## src/rtl/alu_pkg.sv

```systemverilog
// Shared opcode encodings, default widths and the opcode type for the ALU execution unit.
// The optional signed-overflow output is enabled by defining ALU_OVF_EN.
package alu_pkg;

    localparam int unsigned ALU_DATA_W = 64;
    localparam int unsigned ALU_CNT_W  = 16;
    localparam int unsigned ALU_OP_W   = 4;

    typedef logic [ALU_OP_W-1:0] alu_op_t;

    localparam alu_op_t ALU_AND   = 4'h0;
    localparam alu_op_t ALU_OR    = 4'h1;
    localparam alu_op_t ALU_ADD   = 4'h2;
    localparam alu_op_t ALU_SUB   = 4'h6;
    localparam alu_op_t ALU_PASSB = 4'h7;

    // True for the opcodes the datapath implements; everything else reports IllegalOp.
    function automatic logic op_is_legal(input alu_op_t op);
        logic legal;
        legal = 1'b0;
        case (op)
            ALU_AND, ALU_OR, ALU_ADD, ALU_SUB, ALU_PASSB: legal = 1'b1;
            default:                                      legal = 1'b0;
        endcase
        return legal;
    endfunction

endpackage

```

## src/rtl/alu_core.sv

```systemverilog
// Purely combinational ALU datapath: opcode -> {result, zero, illegal[, overflow]}.
// Signed overflow detection is present only when ALU_OVF_EN is defined.
module alu_core
    import alu_pkg::*;
#(
    parameter int unsigned DATA_W = ALU_DATA_W
) (
    input  logic [DATA_W-1:0] a,
    input  logic [DATA_W-1:0] b,
    input  alu_op_t           op,
    output logic [DATA_W-1:0] result_c,
    output logic              zero_c,
    output logic              illegal_c
`ifdef ALU_OVF_EN
    ,
    output logic              overflow_c
`endif
);

    // Illegal opcodes fall through to a zero result.
    always_comb begin
        result_c  = '0;
        illegal_c = !op_is_legal(op);
        case (op)
            ALU_AND:   result_c = a & b;
            ALU_OR:    result_c = a | b;
            ALU_ADD:   result_c = a + b;
            ALU_SUB:   result_c = a - b;
            ALU_PASSB: result_c = b;
            default:   result_c = '0;
        endcase
    end

    assign zero_c = (result_c == '0);

`ifdef ALU_OVF_EN
    logic sign_a;
    logic sign_b;
    logic sign_r;

    assign sign_a = a[DATA_W-1];
    assign sign_b = b[DATA_W-1];
    assign sign_r = result_c[DATA_W-1];

    // Two's-complement overflow: result sign disagrees with what the operand signs imply.
    always_comb begin
        overflow_c = 1'b0;
        case (op)
            ALU_ADD: overflow_c = (sign_a == sign_b) && (sign_r != sign_a);
            ALU_SUB: overflow_c = (sign_a != sign_b) && (sign_r != sign_a);
            default: overflow_c = 1'b0;
        endcase
    end
`endif

endmodule

```

## src/rtl/alu_exec_unit.sv

```systemverilog
// Two-stage valid/ready ALU execution unit: S1 holds operands, S2 holds the registered result.
// Defining ALU_OVF_EN adds the registered Overflow output.
module alu_exec_unit
    import alu_pkg::*;
#(
    parameter int unsigned DATA_W = ALU_DATA_W,
    parameter int unsigned CNT_W  = ALU_CNT_W
) (
    input  logic              CLK,
    input  logic              Reset_L,
    input  logic              ReqValid,
    output logic              ReqReady,
    input  logic [DATA_W-1:0] BusA,
    input  logic [DATA_W-1:0] BusB,
    input  alu_op_t           ALUCtrl,
    output logic              RspValid,
    input  logic              RspReady,
    output logic [DATA_W-1:0] BusW,
    output logic              Zero,
    output logic              IllegalOp,
    output logic [CNT_W-1:0]  OpCount
`ifdef ALU_OVF_EN
    ,
    output logic              Overflow
`endif
);

    logic              s1_valid;
    logic [DATA_W-1:0] s1_a;
    logic [DATA_W-1:0] s1_b;
    alu_op_t           s1_op;

    logic              s1_adv;
    logic              s2_adv;
    logic              req_fire;
    logic              rsp_fire;

    logic [DATA_W-1:0] core_result;
    logic              core_zero;
    logic              core_illegal;
`ifdef ALU_OVF_EN
    logic              core_overflow;
`endif

    // A stage may load when it is empty or its contents leave on this edge.
    assign s2_adv   = !RspValid || RspReady;
    assign s1_adv   = !s1_valid || s2_adv;
    assign ReqReady = s1_adv && Reset_L;
    assign req_fire = ReqValid && ReqReady;
    assign rsp_fire = RspValid && RspReady;

    // S1: operand capture.
    always_ff @(posedge CLK or negedge Reset_L) begin
        if (!Reset_L) begin
            s1_valid <= 1'b0;
            s1_a     <= '0;
            s1_b     <= '0;
            s1_op    <= ALU_AND;
        end else begin
            if (s1_adv) begin
                s1_valid <= req_fire;
            end
            if (req_fire) begin
                s1_a  <= BusA;
                s1_b  <= BusB;
                s1_op <= ALUCtrl;
            end
        end
    end

    alu_core #(
        .DATA_W     (DATA_W)
    ) u_core (
        .a          (s1_a),
        .b          (s1_b),
        .op         (s1_op),
        .result_c   (core_result),
        .zero_c     (core_zero),
        .illegal_c  (core_illegal)
`ifdef ALU_OVF_EN
        ,
        .overflow_c (core_overflow)
`endif
    );

    // S2: result register; payload only changes when a new result moves in.
    always_ff @(posedge CLK or negedge Reset_L) begin
        if (!Reset_L) begin
            RspValid  <= 1'b0;
            BusW      <= '0;
            Zero      <= 1'b0;
            IllegalOp <= 1'b0;
        end else if (s2_adv) begin
            RspValid <= s1_valid;
            if (s1_valid) begin
                BusW      <= core_result;
                Zero      <= core_zero;
                IllegalOp <= core_illegal;
            end
        end
    end

`ifdef ALU_OVF_EN
    always_ff @(posedge CLK or negedge Reset_L) begin
        if (!Reset_L) begin
            Overflow <= 1'b0;
        end else if (s2_adv && s1_valid) begin
            Overflow <= core_overflow;
        end
    end
`endif

    // Completed-response counter, wraps naturally.
    always_ff @(posedge CLK or negedge Reset_L) begin
        if (!Reset_L) begin
            OpCount <= '0;
        end else if (rsp_fire) begin
            OpCount <= OpCount + CNT_W'(1);
        end
    end

endmodule

```

## config.mk

```make
export PLATFORM = sky130hd
export DESIGN_NAME = alu_exec_unit
export DESIGN_NICKNAME = d
export VERILOG_FILES = /design/src/rtl/alu_pkg.sv /design/src/rtl/alu_core.sv /design/src/rtl/alu_exec_unit.sv
export SDC_FILE = /design/constraint.sdc
export NUM_CORES = 1
export LEC_CHECK = 0
export CORE_MARGIN = 10
export CORE_UTILIZATION = 45
export DETAILED_ROUTE_END_ITERATION = 8
export PLACE_DENSITY = 0.68
export SLEW_MARGIN = 20
export SYNTH_ARGS = -nofsm -noshare
export SYNTH_HDL_FRONTEND = slang
export SYNTH_SLANG_ARGS = --single-unit
```

## constraint.sdc

```tcl
create_clock -name CLK -period 8.8 [get_ports CLK]
set_clock_uncertainty 0.2 [all_clocks]
set_input_delay 0.88 -clock CLK [delete_from_list [all_inputs] [get_ports CLK]]
set_output_delay 0.88 -clock CLK [all_outputs]
set_load 0.005 [all_outputs]
```

==> impl_metrics.ini <==
[route]
vias = 14800
drc = 0
post_drt_wl_per_cell_um = 25.2
dr.pass1.iters = 5
drt-vias-per-instance = 6.11
dr.first_iter.drc_count = 1416
routed_wl_mm = 61.0
antenna_left = 0

[global_route]
groute.usage.overall = 0.279
grt_max_degree = 101
grt.busiest_layer = met1
use_met2 = 0.386
grt_overflow = 0
grt_use_met3 = 0.117
grt_pass1_wl_mm = 89.9
grt_pass1_vias = 14100
grt_use_met1 = 0.396
antenna_found_initial = 5

[sta]
fin_crit_sh = 0.782
setup_violations = 0
hold_violations = 0
period_minus_slack_ns = 6.88
grt_setup_unrepaired = no
final_max_slew_viol_count = 0
worst_slew_pin_slew_ns = 1.05
max_freq_ghz = 0.145
setup_tns_ns = 0
maxSlewHeadroom = 0.291

[logic_synthesis]
netlist_top_cells_area = dfrtp_1, mux2_2, a21oi_1, nand2_1, ha_1
synth_edf_count = 0
synth_top_area_cell = dfrtp_1
synth_cell_types = 86
async_flop_share = 1.00
synth_common_cells = nand2_1, a21oi_1, dfrtp_1, mux2_2, o21ai_0
ys_seq_area_frac = 0.348
avgSynthCellArea_um2 = 8.66
syn-cell-area_um2 = 15500
synth_ff_type = dfrtp_1
syn_nets = 1997
synthDominantCellAreaShare = 0.348
netlist_instances = 1793
synth_warnings = 0
synth.most_common_cell = nand2_1
yosys_register_bits = 216

[cts]
cts_resized = 0
cts_buffers = 25
clock_latency_ns = 0.55
cts_max_level = 1
post_cts.repair.setup_buffers = 0
cts_tree = done
clkTransAtPathRegs_ns = 0.07
cts_hold_buf = 0
clk_root_buffer_cell = clkbuf_16
cts_buffer_depth = 3
cts_num_sinks = 216

[outcome]
outcome = completed

[layout]
area_growth_pct = 21.5
n_fill_cell = 3076
multi_input_area_um2 = 9600
regArea_um2 = 5410
fin_nets = 2156
postLayoutCoreUtil = 0.558
drive_gt1_frac = 0.115
final_cells = 2418

[critical_path]
crit_path_end_kind = flip-flop
rr_endpoint = Zero$_DFFE_PN0P_
crit_slowest_cell = dfrtp_1
path_cells = nor2_1 -> and2_2 -> nand2_1 -> buf_4 -> o21ai_0 -> xor2_1 -> ha_1 -> a21oi_1 -> o21ai_1 -> a21oi_1 -> a21oi_1 -> nand3b_1 -> o21ai_1 -> mux2i_1 -> a2111oi_0 -> nand4_1 -> or4b_1 -> nor3_1 -> a41o_1
crit_fanout = 27
crit_top_cell = a21oi_1
critical_path_class = flip-flop to flip-flop
arrival_ns = 7.17
reg2reg_from = s1_op[0]$_DFFE_PN0P_
reg2reg_depth = 19
worst_setup_path_start_kind = flip-flop
max_stage_delay_ns = 0.99
reg2reg_slack_ns = 1.92
critPathRequiredTime_ns = 9.09

[placed_design]
hpwl_mm = 48.9
dpl.cell_count = 2372
port_buffers = 219
place_congestion = 1.04

[run]
cap_viol_max_count = 0

[power_and_ir_drop]
p_leak_nw = 7.66
peakVddDrop_mv = 0.166
p_per_area_nw_per_um2 = 272

[floorplan]
die_width_um = 206
rows = 67
die_height_um = 206
floorplan.initialDensity = 0.460
core_um2 = 33800
dieArea_um2 = 42300
ios = 220

[hold_path]
hp-class = input pin to async pin
area by class of cell:
cell class                      instances  area share
Multi-Input combinational cell       1449       0.509
Sequential cell                       216       0.287
Timing Repair Buffer                  235       0.124
Clock buffer                           32      0.0367
Tap cell                              448      0.0297
Clock inverter                         11     0.00895
Inverter                               25     0.00497
Antenna cell                            2    0.000265
routing by layer:
layer	vias to the layer above	wire (µm)
met1	7154	27600
met5	-	45
met4	6	1040
met2	675	24600
li1	6877	-
met3	66	7720
cells by family (layout without fill, tap and decap cells):
group,count (synthesis),in the layout,synth area share
adder cells (fa/ha/maj),85,85,0.0662
other,0,2,0
AND/OR/NAND/NOR,547,547,0.165
multiplexers,144,144,0.104
XOR/XNOR,127,127,0.0721
buffers and inverters,128,303,0.0354
flip-flops,216,216,0.348
AO/OA/AOI/OAI,546,546,0.209
power by group:
part | internal [mW] | leakage, nW | switching, mW | total [mW]
clock | 0.670 | 0.409 | 0.423 | 1.09
sequential | 1.21 | 2.66 | 0.261 | 1.47
combinational | 1.03 | 4.59 | 1.54 | 2.57
total | 2.90 | 7.66 | 2.23 | 5.13
how the worst max path moves through the flow:
stage | start | end | slack [ns] | depth (start not counted)
finish | s1_op[0]$_DFFE_PN0P_ | Zero$_DFFE_PN0P_ | 1.92 | 19
global route | s1_b[22]$_DFFE_PN0P_ | Zero$_DFFE_PN0P_ | 1.41 | 19
CTS | s1_op[0]$_DFFE_PN0P_ | Zero$_DFFE_PN0P_ | 2.01 | 19
detailed placement | s1_b[22]$_DFFE_PN0P_ | Zero$_DFFE_PN0P_ | 2.04 | 19
global placement | s1_b[22]$_DFFE_PN0P_ | Zero$_DFFE_PN0P_ | 2.10 | 19
floorplan | s1_op[0]$_DFFE_PN0P_ | Zero$_DFFE_PN0P_ | 3.27 | 23
flip-flops by register name, summed over array words and instances, names as in the netlist:
signal     flops
RspValid       1
OpCount       16
s1_b          64
BusW          64
Zero           1
s1_a          64
s1_op          4
s1_valid       1
IllegalOp      1
worst max-delay path, delay by kind of cell (launching register included):
family	cells	cell delay (ns)
flops	1	0.99
mux	1	0.18
simple gates	7	2.12
compound gates	8	2.45
fa+ha+maj	1	0.34
xor+xnor	1	0.16
buf+inv	1	0.34
layout by cell type (no fill, tap or decap), types with 16 or more instances in the layout:
cell | Yosys | final
a21oi_1 | 229 | 229
a22oi_1 | 18 | 18
dfrtp_1 | 216 | 216
a31oi_1 | 16 | 16
xnor2_1 | 58 | 58
o21ai_1 | 17 | 17
mux2_2 | 137 | 137
o31ai_1 | 21 | 21
o21ai_0 | 116 | 116
maj3_1 | 17 | 17
inv_1 | 25 | 25
nand2_1 | 233 | 231
nor2_1 | 107 | 106
nand3_1 | 29 | 29
nor3_1 | 38 | 38
clkdlybuf4s50_1 | 0 | 218
a21o_1 | 18 | 18
a211oi_1 | 16 | 16
ha_1 | 67 | 67
nand4_1 | 40 | 40
clkbuf_16 | 0 | 25
xor2_1 | 68 | 68
metrics by stage:
step / total power [mW] / setup slack [ns] / area (µm²) / hold WS, ns
after detailed placement: 3.98 / 2.04 / 18000 / 0.264
after global routing: 5.42 / 1.41 / 18900 / 0.137
after CTS: 5.08 / 2.01 / 18800 / 0.0960
final: 5.13 / 1.92 / 18900 / 0.0925
after global placement: 3.97 / 2.10 / 18000 / 0.255
after floorplan: 2.96 / 3.27 / 15500 / 0.263
Note: power is estimated with default switching activity, not from simulation.
